File: src/rtl/aes_block_feeder_if.sv
// Upstream block transfer into the AES feeder: one 128-bit key and one 128-bit plaintext per beat.
interface aes_block_feeder_if;
    logic         s_valid;
    logic         s_ready;
    logic [127:0] s_key;
    logic [127:0] s_pt;

    modport master (output s_valid, output s_key, output s_pt, input s_ready);
    modport slave  (input s_valid, input s_key, input s_pt, output s_ready);
endinterface

File: src/rtl/aes_block_feeder.sv
// Buffers (key, plaintext) blocks and sequences the byte-serial AES core: reset pulse,
// 16 MSB-first key/state byte pairs, then waits for 16 output strobes under a watchdog.
module aes_block_feeder #(
    parameter int DEPTH   = 2,
    parameter int TIMEOUT = 1023
) (
    input  logic              clk,
    input  logic              rst,
    aes_block_feeder_if.slave up,
    output logic              core_rst,
    output logic              core_enable,
    output logic [7:0]        core_key_byte,
    output logic [7:0]        core_state_byte,
    input  logic              core_ready,
    output logic              busy,
    output logic              err,
    output logic [15:0]       blocks_done
);
    localparam int AW  = $clog2(DEPTH);
    localparam int CW  = AW + 1;
    localparam int WDW = $clog2(TIMEOUT + 1);

    localparam logic [CW-1:0]  FULL_CNT = CW'(DEPTH);
    localparam logic [WDW-1:0] WD_LAST  = WDW'(TIMEOUT - 1);

    localparam logic [1:0] IDLE = 2'd0;
    localparam logic [1:0] CRST = 2'd1;
    localparam logic [1:0] LOAD = 2'd2;
    localparam logic [1:0] RUN  = 2'd3;

    logic [255:0]   mem [DEPTH];
    logic [AW-1:0]  wrPtr;
    logic [AW-1:0]  rdPtr;
    logic [CW-1:0]  count;
    logic [CW-1:0]  countNxt;
    logic [1:0]     state;
    logic [1:0]     stateNxt;
    logic [127:0]   keySh;
    logic [127:0]   ptSh;
    logic [3:0]     k;
    logic [4:0]     rc;
    logic [WDW-1:0] wd;
    logic           push;
    logic           pop;
    logic           lastReady;
    logic           timeout;

    // Ready depends only on occupancy, so a pop in the same cycle never frees a full FIFO early.
    assign up.s_ready = !rst && (count != FULL_CNT);
    assign push       = up.s_valid && up.s_ready;
    assign lastReady  = (state == RUN) && core_ready && (rc == 5'd15);
    assign timeout    = (state == RUN) && !lastReady && (wd == WD_LAST);
    assign countNxt   = count + CW'(push) - CW'(pop);

    always_comb begin
        stateNxt = state;
        pop      = 1'b0;
        case (state)
            IDLE: begin
                if (count != '0) begin
                    stateNxt = CRST;
                    pop      = 1'b1;
                end
            end
            CRST: stateNxt = LOAD;
            LOAD: begin
                if (k == 4'd15) stateNxt = RUN;
            end
            RUN: begin
                if (lastReady) begin
                    stateNxt = IDLE;
                end else if (timeout) begin
                    // An aborted block hands straight over to the next queued one.
                    if (count != '0) begin
                        stateNxt = CRST;
                        pop      = 1'b1;
                    end else begin
                        stateNxt = IDLE;
                    end
                end
            end
            default: stateNxt = IDLE;
        endcase
    end

    // Block storage and the byte shifters carry no reset; only control is reset.
    always_ff @(posedge clk) begin
        if (push) mem[wrPtr] <= {up.s_key, up.s_pt};
        if (pop) begin
            {keySh, ptSh} <= mem[rdPtr];
        end else if (stateNxt == LOAD) begin
            keySh <= keySh << 8;
            ptSh  <= ptSh << 8;
        end
    end

    // Outputs are registered from the next state so they line up with the state they describe.
    always_ff @(posedge clk) begin
        if (rst) begin
            state           <= IDLE;
            wrPtr           <= '0;
            rdPtr           <= '0;
            count           <= '0;
            k               <= '0;
            rc              <= '0;
            wd              <= '0;
            core_rst        <= 1'b1;
            core_enable     <= 1'b0;
            core_key_byte   <= 8'h00;
            core_state_byte <= 8'h00;
            busy            <= 1'b0;
            err             <= 1'b0;
            blocks_done     <= 16'h0000;
        end else begin
            state <= stateNxt;
            count <= countNxt;
            if (push) wrPtr <= wrPtr + AW'(1);
            if (pop)  rdPtr <= rdPtr + AW'(1);

            busy            <= (stateNxt != IDLE) || (countNxt != '0);
            err             <= timeout;
            core_rst        <= (stateNxt == CRST) || timeout;
            core_enable     <= (stateNxt == LOAD) || (stateNxt == RUN);
            core_key_byte   <= (stateNxt == LOAD) ? keySh[127:120] : 8'h00;
            core_state_byte <= (stateNxt == LOAD) ? ptSh[127:120] : 8'h00;
            if (lastReady) blocks_done <= blocks_done + 16'd1;

            case (state)
                CRST: k <= 4'd0;
                LOAD: begin
                    k  <= k + 4'd1;
                    rc <= 5'd0;
                    wd <= '0;
                end
                RUN: begin
                    if (core_ready) rc <= rc + 5'd1;
                    wd <= wd + WDW'(1);
                end
                default: ;
            endcase
        end
    end
endmodule

File: src/flat_wrapper.sv
// flat-port wrapper written by rule: the top's interface ports become plain ports
module aes_block_feeder_flat 
#(
    parameter int DEPTH   = 2,
    parameter int TIMEOUT = 1023
)
  (clk, rst, core_rst, core_enable, core_key_byte, core_state_byte, core_ready, busy, err, blocks_done, up_s_valid, up_s_key, up_s_pt, up_s_ready);
  aes_block_feeder_if up_i ();
  input  logic clk;
  input  logic rst;
  output logic core_rst;
  output logic core_enable;
  output logic [7:0] core_key_byte;
  output logic [7:0] core_state_byte;
  input  logic core_ready;
  output logic busy;
  output logic err;
  output logic [15:0] blocks_done;
  input wire logic [$bits(up_i.s_valid)-1:0] up_s_valid;
  input wire logic [$bits(up_i.s_key)-1:0] up_s_key;
  input wire logic [$bits(up_i.s_pt)-1:0] up_s_pt;
  output wire logic [$bits(up_i.s_ready)-1:0] up_s_ready;
  assign up_i.s_valid = up_s_valid;
  assign up_i.s_key = up_s_key;
  assign up_i.s_pt = up_s_pt;
  assign up_s_ready = up_i.s_ready;
  aes_block_feeder #(.DEPTH(DEPTH), .TIMEOUT(TIMEOUT)) u_core (.clk(clk), .rst(rst), .up(up_i), .core_rst(core_rst), .core_enable(core_enable), .core_key_byte(core_key_byte), .core_state_byte(core_state_byte), .core_ready(core_ready), .busy(busy), .err(err), .blocks_done(blocks_done));
endmodule
File: config.mk
export PLATFORM = sky130hd
export DESIGN_NAME = aes_block_feeder_flat
export DESIGN_NICKNAME = d
export VERILOG_FILES = /design/src/rtl/aes_block_feeder_if.sv /design/src/rtl/aes_block_feeder.sv /design/src/flat_wrapper.sv
export SDC_FILE = /design/constraint.sdc
export NUM_CORES = 1
export LEC_CHECK = 0
export BUFFER_PORTS_ARGS = -buffer_cell sky130_fd_sc_hd__buf_4
export CAP_MARGIN = 20
export CORE_ASPECT_RATIO = 0.8
export CORE_MARGIN = 4
export CORE_UTILIZATION = 50
export DETAILED_ROUTE_END_ITERATION = 16
export PLACE_DENSITY = 0.72
export SETUP_SLACK_MARGIN = 0.1
export SLEW_MARGIN = 5
export SYNTH_ARGS = -nofsm -noshare
export SYNTH_HDL_FRONTEND = slang
export SYNTH_SLANG_ARGS = --single-unit
File: constraint.sdc
create_clock -name clk -period 25.1 [get_ports clk]
set_clock_uncertainty 0.15 [all_clocks]
set_input_delay 5.02 -clock clk [delete_from_list [all_inputs] [get_ports clk]]
set_output_delay 5.02 -clock clk [all_outputs]
set_load 0.005 [all_outputs]
## After elaboration in Yosys (flattened, before gate mapping)

Memory sizes are Yosys's and may differ from the RTL's. A register that Yosys moved wholly into a read port is not among the register bits.
Index checks and enable logic that the tools add are counted.
W data, S select, Z words.

| word-level totals | value |
|---|---|
| register bits | 317 |
| input bits | 260 |
| memories | 1 |
| memory bits (writable) | 512 |
| output and inout bits | 37 |
| logic and storage cells | 79 |

Memories:

| memory | depth | bits a word | rd ports | clocked after memory_dff | wr ports | line | source |
|---|---|---|---|---|---|---|---|
| u_core.mem | 2 | 256 | 1 | 1 | 1 | aes_block_feeder.sv:31 | `logic [255:0] mem [DEPTH];` |

| operators by class | value |
|---|---|
| bitwise logic cells | 1 |
| eq/ne operators | 11 |
| add/subtract/negate cells | 8 |
| multiplexer cells | 22 |
| reductions and logical operators | 20 |

Operator list:

| cell | count |
|---|---|
| $mux W128 | 4 |
| $pmux W10 S2 | 1 |
| $add A16 B1 Y16 const B | 1 |
| $reduce_bool A2 Y1 | 6 |
| $add A10 B1 Y10 const B | 1 |
| $eq A10 B10 Y1 const B | 1 |
| $pmux W5 S2 | 1 |
| $eq A2 B2 Y1 const B | 4 |
| $mux W1 | 8 |
| $mux W2 | 4 |
| $pmux W2 S4 | 1 |
| $pmux W4 S2 | 1 |
| $logic_and A1 B1 Y1 | 6 |
| $add A5 B1 Y5 const B | 1 |
| $eq A5 B4 Y1 const B | 1 |
| $mux W5 | 1 |
| $add A4 B1 Y4 const B | 1 |
| $eq A2 B1 Y1 const B | 2 |
| $eq A4 B4 Y1 const B | 1 |
| $ne A2 B2 Y1 const B | 2 |
| $logic_or A1 B1 Y1 | 3 |
| $add A1 B1 Y1 const B | 2 |
| $add A2 B1 Y2 | 1 |
| $logic_not A1 Y1 | 2 |
| other kinds (6) | 6 |

## Longest topological paths before layout

Gate-level depths: netlist of the first run.

| depth | value |
|---|---|
| depth after elaboration | 12 |
| depth in mapped cells | 11 |
| mapped depth without buffers | 11 |

## Worst setup path before layout of the first run

OpenSTA, ideal clock, no wires.

| timing path | value |
|---|---|
| kind | input -> register |
| start | input port core_ready |
| end | register u_core.keySh[0] (enable) |
| required time | 23,701 ps |
| stages | 5 |
| arrival time | 24,437 ps |
| path slack | -736 ps |
| cell sequence | buf_2 -> and2_1 -> a311oi_2 -> a31oi_2 -> o31ai_1 |

| on the way | value |
|---|---|
| cells in the longest elaborated chain, start to end | 10 |

Ends and longest elaborated chain:

| element | line | source |
|---|---|---|
| start: declaration | flat_wrapper.sv:15 | `input logic core_ready;` |
| $logic_and A1 B1 Y1 * (2 in series) | aes_block_feeder.sv:51 | `assign lastReady = (state == RUN) && core_ready && (rc == 5'd15);` |
| $logic_not A1 Y1 | aes_block_feeder.sv:52 | `assign timeout = (state == RUN) && !lastReady && (wd == WD_LAST);` |
| $logic_and A1 B1 Y1 (2 in series) | aes_block_feeder.sv:52 |  |
| $mux W2 | aes_block_feeder.sv:72 | `end else if (timeout) begin` |
| $mux W2 | aes_block_feeder.sv:70 | `if (lastReady) begin` |
| $pmux W2 S4 | aes_block_feeder.sv:58 | `case (state)` |
| $eq A2 B2 Y1 | aes_block_feeder.sv:91 | `end else if (stateNxt == LOAD) begin` |
| $reduce_bool A2 Y1 (no source line) * | - |  |
| end signal: assignment | aes_block_feeder.sv:90 | `{keySh, ptSh} <= mem[rdPtr];` |
| end signal: assignment | aes_block_feeder.sv:92 | `keySh <= keySh << 8;` |
| end: declaration | aes_block_feeder.sv:38 | `logic [127:0] keySh;` |

Mark *: on every way between the ends. The rest lies on a longest branch, timed or not.
A chain may end at the register's enable or synchronous reset.

## Worst setup path in the final report of the first run

| timing path | value |
|---|---|
| start | input port rst |
| end | output port up_s_ready |

| on the way | value |
|---|---|
| cells in the longest elaborated chain, start to end | 2 |

Ends and longest elaborated chain:

| element | line | source |
|---|---|---|
| start: declaration | flat_wrapper.sv:10 | `input logic rst;` |
| $logic_not A1 Y1 | aes_block_feeder.sv:49 | `assign up.s_ready = !rst && (count != FULL_CNT);` |
| $logic_and A1 B1 Y1 | aes_block_feeder.sv:49 |  |
| end: declaration | flat_wrapper.sv:22 | `output wire logic [$bits(up_i.s_ready)-1:0] up_s_ready;` |

No other way between the ends.

==> results.yml, run 1 <==
placed_design:
  placed_cells: 2947
  io_buffer_count: 296
  place_congestion: 0.774
  dpl_worst_slack_ns: 14.13
  detailed_place_hpwl_um: 36400
layout:
  fin_nets: 2471
  leading_cell_type_in_the_layout_fill_and_taps_excluded: "edfxtp_1"
  final_core_utilization_pct: 59.8
  layout-drive-gt1-share_pct: 20.0
  final_cells: 3097
  layout.cells.most_common_list: "edfxtp_1 (768), buf_4 (313), nor2_1 (299), mux2i_1 (259), a21oi_1 (256)"
  area_growth_pct: 18.4
clock_tree:
  postCtsResizedCells: 0
  clockRootBuffer: "clkbuf_16"
  htree_levels: 3
  cts.path.max_buffers: 3
  cts_num_sinks: 830
  post_cts.repair.setup_buffers: 0
  tritoncts: "built"
  post_cts_hold_buffer_count: 0
  cts_made_buffers: 79
  clk_pin_slew_worst_paths_ns: 0.06
  clkLatencyLatePin_ns: 0.62
sta:
  slew_viol_final: 0
  fin_setup_tns_ns: 0
  share_of_the_cycle_needed_by_the_critical_path_after_routing_pct: 43.7
  final.min_clock_period_ns: 10.97
  final_hold_viol_count: 0
  max_freq_ghz: 0.0911
  hold-worst-slack_ns: 0.285
  max_slew.worst_pin.slew_ns: 1.05
  setup_viol: 0
  setup_repair_after_global_routing_missed_its_margin: "no"
  worst_slew_margin_rel_pct: 29.7
  setup_ws_ns: 14.13
setup_path:
  crit_start: "rst"
  startpoint_type: "input port"
  worstPathMaxFanout: 48
  critical_path_class: "input port to output port"
  max_stage_delay_ns: 0.42
  crit_path_cell_trace: "buf_4 > nor2_1 > buf_4"
  ff2ff_path_depth: 10
  timing.critical_path.to_type: "output port"
  worstPathRequired_ns: 19.93
  critical-path-top-delay-family: "buffers and inverters"
  timing.critical_path.depth: 3
  crit_path_top_delay_cell: "buf_4"
  cp.buffers_inverters: 2
  arrival_ns: 5.80
  regToRegStartpoint: "u_core.rc[0]"
  critical_path.most_common_cell: "buf_4"
synthesis:
  synth_largest_area_cell: "edfxtp_1"
  synth_edf_count: 768
  ys_async_sr_fraction_pct: 0
  yosysWarnings: 0
  synthTopCellsByArea: "edfxtp_1 (75%), mux2i_1 (8.4%), a21oi_1 (4.2%), dfxtp_1 (4.0%), nor2_1 (3.6%)"
  syn_area_sq_um: 30900
  synth_top_cell_area_share_pct: 74.7
  synthesis.nets: 2165
  synth-main-ff-cell: "edfxtp_1"
  postSynthRegisterBits: 830
  ys_types: 46
  avgSynthCellArea_sq_um: 16.3
  gate_count_of_the_mapped_netlist: 1894
  synth.yosys.seq_area_share_pct: 78.7
drt:
  met1_wirelength_um: 25300
  postRouteWirelength_um: 59900
  antenna_viol_nets_final: 0
  detailed_route_drc_error_count: 0
  vias: 16200
  met2_wl_um: 29200
  drt_first_iter_violations: 1279
  wl_per_cell_um: 19.3
  highest-signal-layer: "met5"
  vias_per_cell: 5.24
  drtPass1Iterations: 5
  wl_met3_um: 4120
floorplan:
  placement_rows: 81
  core_area_sq_um: 61100
  die_area_sq_um: 65800
  ioPinCount: 297
  die_h_um: 230
  initial_utilization_pct: 50.5
  floorplan.die.width_um: 286
power:
  vdd_ir_drop_max_mv: 0.0805
  comb_power_share_pct: 15.5
  total_switching_power_mw: 0.907
  clkPwrFrac_pct: 33.3
  total_leakage_power_nw: 12.3
  internal_power_mw: 2.68
  power_frac_seq_pct: 51.2
  swShare_pct: 25.3
  total_power_density_per_cell_area_nw_per_um2: 98.2
worst_hold_path:
  min_path_cells: 1
  min-delay-path-class: "flip-flop to flip-flop"
  hold_start: "u_core.keySh[125]"
grt:
  antenna_violations_before_repair: 13
  vias_in_the_first_global_route: 16400
  wire_length_of_the_first_global_routing_pass_um: 91200
  grt_max_degree: 235
  gr-total-overflow: 0
  track_usage_pct: 17.8
outcome:
  run_status: "complete, no violations"
flow_run:
  max_cap_violations: 0
==> area by class of cell <==
cell class | instances | area (sq um)
Fill cell | 4496 | 24600
Sequential cell | 830 | 24300
Multi-Input combinational cell | 956 | 6060
Timing Repair Buffer | 319 | 2470
Clock buffer | 95 | 2100
Tap cell | 830 | 1040
Clock inverter | 47 | 504
Inverter | 14 | 52.6
Antenna cell | 6 | 15.0
==> path summary, 6_finish.rpt <==
check	end	slack (ns)
min reg2reg	u_core.core_key_byte[5]	0.29
max	up_s_ready	14.13
min	u_core.core_key_byte[5]	0.29
max reg2reg	u_core.ptSh[23]	20.59
==> metal layers <==
| metal | global-route usage (%) | up-vias |
|---|---|---|
| met5 | 0 | - |
| met4 | 3.98 | 16 |
| met3 | 5.40 | 98 |
| met2 | 29.2 | 402 |
| met1 | 23.6 | 7977 |
| li1 | - | 7729 |
==> registers in the layout, summed over array words and instances (netlist names), named ones only <==
signal and cells:
u_core.blocks_done 16, u_core.busy 1, u_core.core_enable 1, u_core.core_key_byte 8
u_core.core_rst 1, u_core.core_state_byte 8, u_core.count 2, u_core.err 1
u_core.k 4, u_core.keySh 128, u_core.mem 512, u_core.ptSh 128
u_core.rc 5, u_core.rdPtr 1, u_core.state 2, u_core.wd 10
u_core.wrPtr 1
==> cells in the mapped netlist (14+ instances only) <==
master and number:
edfxtp_1 768, and2_1 18, nor2_1 300, inv_1 14, mux2i_1 259, buf_2 39, nand2_1 17, dfxtp_1 62
clkbuf_1 33, a21oi_1 256
==> logic make-up (layout without fill, tap and decap cells) <==
| group | Yosys count | count (layout) | synth area share [%] |
|---|---|---|---|
| mux | 264 | 264 | 8.58 |
| other cells | 0 | 6 | 0 |
| fa+ha+maj | 11 | 11 | 0.446 |
| xor+xnor | 17 | 17 | 0.482 |
| flops | 830 | 830 | 78.7 |
| buf+inv | 108 | 475 | 1.75 |
| compound gates | 284 | 284 | 4.82 |
| simple gates | 380 | 380 | 5.18 |
==> metrics by stage <==
| stage | power (mW) | instance area [sq um] |
|---|---|---|
| 6_report | 3.59 | 36500 |
| 5_1_grt | 3.76 | 36500 |
| 4_1_cts | 3.62 | 36500 |
| 3_5_place_dp | 2.42 | 33900 |
| 3_3_place_gp | 2.41 | 33800 |
| 2_1_floorplan | 2.32 | 30900 |
==> power groups by stage <==
stage / logic (mW) / clock network (mW) / registers (mW)
detailed placement: 0.558 / 0 / 1.87
global route: 0.621 / 1.28 / 1.85
floorplan: 0.405 / 0 / 1.91
CTS: 0.562 / 1.22 / 1.84
global placement: 0.541 / 0 / 1.86
finish: 0.557 / 1.19 / 1.84
No activity file was read; power rests on OpenSTA's default activity.
==> inputs of run 2 (changes only) <==
--- a/config.mk
+++ b/config.mk
@@ -11,7 +11,7 @@
 export CORE_MARGIN = 4
 export CORE_UTILIZATION = 50
 export DETAILED_ROUTE_END_ITERATION = 16
-export PLACE_DENSITY = 0.72
+export PLACE_DENSITY = 0.69
 export SETUP_SLACK_MARGIN = 0.1
 export SLEW_MARGIN = 5
 export SYNTH_ARGS = -nofsm -noshare
==> constraint.sdc (replaced) <==
create_clock -name clk -period 11.1 [get_ports clk]
set_clock_uncertainty 0.15 [all_clocks]
set_input_delay 2.22 -clock clk [delete_from_list [all_inputs] [get_ports clk]]
set_output_delay 2.22 -clock clk [all_outputs]
set_load 0.005 [all_outputs]
==> results.yml, run 2 (synthesized netlist as in run 1, its figures left out) <==
outcome:
  run_status: "complete, no violations"
drt:
  wl_per_cell_um: 19.5
  antenna_viol_nets_final: 0
  met1_wirelength_um: 25900
  wl_met3_um: 3620
  detailed_route_drc_error_count: 0
  vias: 16100
  drt_first_iter_violations: 1293
  met2_wl_um: 29100
  drtPass1Iterations: 5
  postRouteWirelength_um: 60100
  vias_per_cell: 5.22
  highest-signal-layer: "met5"
sta:
  setup_ws_ns: 5.77
  setup_repair_after_global_routing_missed_its_margin: "no"
  hold-worst-slack_ns: 0.289
  final.min_clock_period_ns: 5.33
  share_of_the_cycle_needed_by_the_critical_path_after_routing_pct: 48.0
  final_hold_viol_count: 0
  setup_viol: 0
  fin_setup_tns_ns: 0
  max_freq_ghz: 0.188
  slew_viol_final: 0
  max_slew.worst_pin.slew_ns: 1.38
  worst_slew_margin_rel_pct: 8.24
setup_path:
  crit_path_top_delay_cell: "buf_4"
  critical-path-top-delay-family: "buffers and inverters"
  timing.critical_path.depth: 3
  ff2ff_path_depth: 7
  max_stage_delay_ns: 0.41
  startpoint_type: "input port"
  critical_path_class: "input port to output port"
  timing.critical_path.to_type: "output port"
  crit_start: "rst"
  regToRegStartpoint: "u_core.state[1]"
  worstPathRequired_ns: 8.73
  cp.buffers_inverters: 2
  crit_path_cell_trace: "buf_4 > nor2_1 > buf_4"
  arrival_ns: 2.96
  r2r_slack_ns: 6.57
  worstPathMaxFanout: 48
  reg2reg_to: "u_core.keySh[5]"
  critical_path.most_common_cell: "buf_4"
layout:
  largest_registers: "u_core.mem: 512 flops, u_core.keySh: 128 flops, u_core.ptSh: 128 flops"
  fin_area_sq_um: 36500
  largest_register_ff_count: 512
  final_core_utilization_pct: 59.7
  layout.cells.most_common_list: "edfxtp_1 (768), buf_4 (304), nor2_1 (299), mux2i_1 (259), a21oi_1 (256)"
  layout-drive-gt1-share_pct: 19.6
  area_growth_pct: 18.1
  leading_cell_type_in_the_layout_fill_and_taps_excluded: "edfxtp_1"
  largest_register: "u_core.mem"
  final_cells: 3087
  fillerInstances: 4577
  fin_nets: 2462
clock_tree:
  cts_made_buffers: 79
  cts_num_sinks: 830
  htree_levels: 3
  clkLatencyLatePin_ns: 0.61
  tritoncts: "built"
  clockRootBuffer: "clkbuf_16"
  postCtsResizedCells: 0
  post_cts_hold_buffer_count: 0
  cts.path.max_buffers: 3
  clk_pin_slew_worst_paths_ns: 0.06
  post_cts.repair.setup_buffers: 0
grt:
  track_usage_pct: 17.8
  vias_in_the_first_global_route: 16500
  grt_max_degree: 212
  gr-total-overflow: 0
  wire_length_of_the_first_global_routing_pass_um: 91300
  antenna_violations_before_repair: 11
placed_design:
  place_congestion: 0.783
  dpl_cell_area_sq_um: 33800
  dpl_worst_slack_ns: 5.18
  io_buffer_count: 296
  placed_cells: 2939
  detailed_place_hpwl_um: 35600
floorplan:
  core_area_sq_um: 61100
  initial_utilization_pct: 50.5
  placement_rows: 81
  die_area_sq_um: 65800
  floorplan.die.width_um: 286
  ioPinCount: 297
  die_h_um: 230
worst_hold_path:
  min_path_cells: 1
  timing.hold.worst_endpoint: "u_core.core_key_byte[3]"
  min-delay-path-class: "flip-flop to flip-flop"
  hold_start: "u_core.keySh[123]"
power:
  total_leakage_power_nw: 12.2
  vdd_ir_drop_max_mv: 0.212
  total_power_density_per_cell_area_nw_per_um2: 222
  post-layout-total-power_mw: 8.09
flow_run:
  max_cap_violations: 0
-- run 2: changes by cell type in the layout (fill, tap and decap cells not counted), sizes merged --
cell | before | now
bufinv | 10 | 9
clkinvlp | 3 | 5
diode | 6 | 7
buf | 319 | 310
clkbuf | 95 | 92
-- run 2: final cells by class --
class	count	area, sq um	share of cell area, %
diodes	7	17.5	0.0481
flip-flops and latches	830	24300	66.7
multi-input cells	956	6060	16.6
inverters	14	52.6	0.144
clock inverters	48	492	1.35
repair buffers	310	2400	6.58
clock buffers	92	2090	5.73
well taps	830	1040	2.85
-- run 2: how the worst max path moves through the flow --
stage | to | slack [ns]
final | up_s_ready | 5.77
after global routing | up_s_ready | 5.70
after CTS | up_s_ready | 5.76
after detailed placement | u_core.keySh[32] | 5.18
after global placement | u_core.keySh[39] | 5.17
after floorplan | u_core.keySh[0] | 1.02
-- run 2: per-layer routing --
layer	vias up	GRT usage [%]
met5	-	0
met4	8	5.77
met3	106	4.11
met2	394	28.7
met1	7905	24.3
li1	7714	-
-- run 2: power breakdown --
part	internal, mW	switching [mW]
Combinational	0.450	0.800
Sequential	4.03	0.136
Clock	1.56	1.12
Total	6.04	2.05
==> inputs of run 3 (changes only) <==
==> constraint.sdc (replaced) <==
create_clock -name clk -period 5 [get_ports clk]
set_clock_uncertainty 0.15 [all_clocks]
set_input_delay 1 -clock clk [delete_from_list [all_inputs] [get_ports clk]]
set_output_delay 1 -clock clk [all_outputs]
set_load 0.005 [all_outputs]
==> results.yml, run 3 (synthesized netlist as in run 1, its figures left out) <==
layout:
  final_core_utilization_pct: 60.1
  layout-drive-gt1-share_pct: 19.9
  multi_input_comb_area_sq_um: 6090
  layout.cells.most_common_list: "edfxtp_1 (768), buf_4 (306), nor2_1 (298), mux2i_1 (259), a21oi_1 (256)"
  leading_cell_type_in_the_layout_fill_and_taps_excluded: "edfxtp_1"
  largest_register_ff_count: 512
  fillerInstances: 4533
  area.sequential_sq_um: 24300
  largest_registers: "u_core.mem: 512 flops, u_core.keySh: 128 flops, u_core.ptSh: 128 flops"
  fin_nets: 2475
  final_cells: 3099
  area_growth_pct: 18.9
  largest_register: "u_core.mem"
power:
  total_leakage_power_nw: 12.3
  total_power_density_per_cell_area_nw_per_um2: 490
  post-layout-total-power_mw: 18.0
  vdd_ir_drop_max_mv: 0.358
clock_tree:
  cts.path.max_buffers: 3
  htree_levels: 3
  clockRootBuffer: "clkbuf_16"
  cts_made_buffers: 79
  post_cts.repair.setup_buffers: 0
  clkLatencyLatePin_ns: 0.62
  post_cts_hold_buffer_count: 0
  postCtsResizedCells: 0
  clk_pin_slew_worst_paths_ns: 0.06
  tritoncts: "built"
  cts_num_sinks: 830
drt:
  vias_per_cell: 5.25
  wl_per_cell_um: 19.5
  drtPass1Iterations: 5
  postRouteWirelength_um: 60500
  vias: 16300
  detailed_route_drc_error_count: 0
  antenna_viol_nets_final: 0
  drt_first_iter_violations: 1262
grt:
  vias_in_the_first_global_route: 16700
  track_usage_pct: 18.1
  grt_max_degree: 141
  antenna_violations_before_repair: 12
  gr-total-overflow: 0
  wire_length_of_the_first_global_routing_pass_um: 92500
floorplan:
  floorplan.die.width_um: 286
  initial_utilization_pct: 50.5
  die_area_sq_um: 65800
  placement_rows: 81
  ioPinCount: 297
  die_h_um: 230
  core_area_sq_um: 61100
sta:
  slew_viol_final: 0
  max_freq_ghz: 0.287
  max_slew.worst_pin.slew_ns: 0.993
  final.min_clock_period_ns: 3.48
  hold-worst-slack_ns: 0.290
  worst_slew_margin_rel_pct: 33.8
  fin_setup_tns_ns: 0
  share_of_the_cycle_needed_by_the_critical_path_after_routing_pct: 69.6
  setup_repair_after_global_routing_missed_its_margin: "no"
  final_hold_viol_count: 0
  setup_viol: 0
setup_path:
  crit_start: "u_core.state[1]"
  cp.buffers_inverters: 2
  critical-path-top-delay-family: "compound AO/OA/AOI/OAI gates"
  startpoint_type: "flip-flop"
  crit_path_cell_trace: "ha_1 > inv_1 > a311oi_4 > a31oi_4 > o31ai_4 > buf_12"
  worstPathMaxFanout: 123
  worstPathRequired_ns: 5.09
  regToRegStartpoint: "u_core.state[1]"
  crit_path_top_delay_cell: "buf_12"
  timing.critical_path.depth: 6
  reg2reg_to: "u_core.ptSh[46]"
  ff2ff_path_depth: 6
  r2r_slack_ns: 1.52
  timing.critical_path.to: "u_core.ptSh[46]"
  timing.critical_path.to_type: "flip-flop"
  max_stage_delay_ns: 0.56
  arrival_ns: 3.57
  critical_path_class: "flip-flop to flip-flop"
placed_design:
  detailed_place_hpwl_um: 36900
  io_buffer_count: 296
  place_congestion: 0.748
  placed_cells: 2952
worst_hold_path:
  min-delay-path-class: "flip-flop to flip-flop"
outcome:
  run_status: "complete, no violations"
flow_run:
  max_cap_violations: 0
-- run 3: worst min path at each step --
stage	start	endpoint	slack, ns	depth (start not counted)
floorplan	u_core.keySh[120]	u_core.core_key_byte[0]	0.27	1
global placement	u_core.ptSh[123]	u_core.core_state_byte[3]	0.28	1
detailed placement	u_core.ptSh[126]	u_core.core_state_byte[6]	0.28	1
CTS	u_core.ptSh[126]	u_core.core_state_byte[6]	0.29	1
global route	u_core.ptSh[124]	u_core.core_state_byte[4]	0.30	1
finish	u_core.ptSh[126]	u_core.core_state_byte[6]	0.29	1
-- run 3: layout make-up --
cell class              instances  share of cell area, %
clock buffers                 100                   5.83
clock inverters                38                   1.15
well taps                     830                   2.83
repair buffers                323                   7.17
flip-flops and latches        830                   66.2
diodes                          8                 0.0545
multi-input cells             956                   16.6
inverters                      14                  0.143
-- run 3: per-stage QoR --
step           cell area (sq um)  worst slack [ns]
6_report                   36700              1.52
5_1_grt                    36700              1.32
4_1_cts                    36700              1.38
3_5_place_dp               34100              1.26
3_3_place_gp               34100              1.32
2_1_floorplan              30900             -3.71
-- run 3: layer usage --
| metal | vias to the layer above | routed length, um | track usage (%) |
|---|---|---|---|
| li1 | 7749 | - | - |
| met1 | 7988 | 25900 | 24.7 |
| met2 | 400 | 29100 | 29.0 |
| met3 | 114 | 3950 | 4.53 |
| met4 | 12 | 1520 | 5.71 |
| met5 | - | 60 | 0 |
-- run 3: power by group --
part	total, mW	switching [mW]	internal (mW)
sequential	9.23	0.303	8.92
clock	5.92	2.44	3.49
combinational	2.84	1.80	1.05
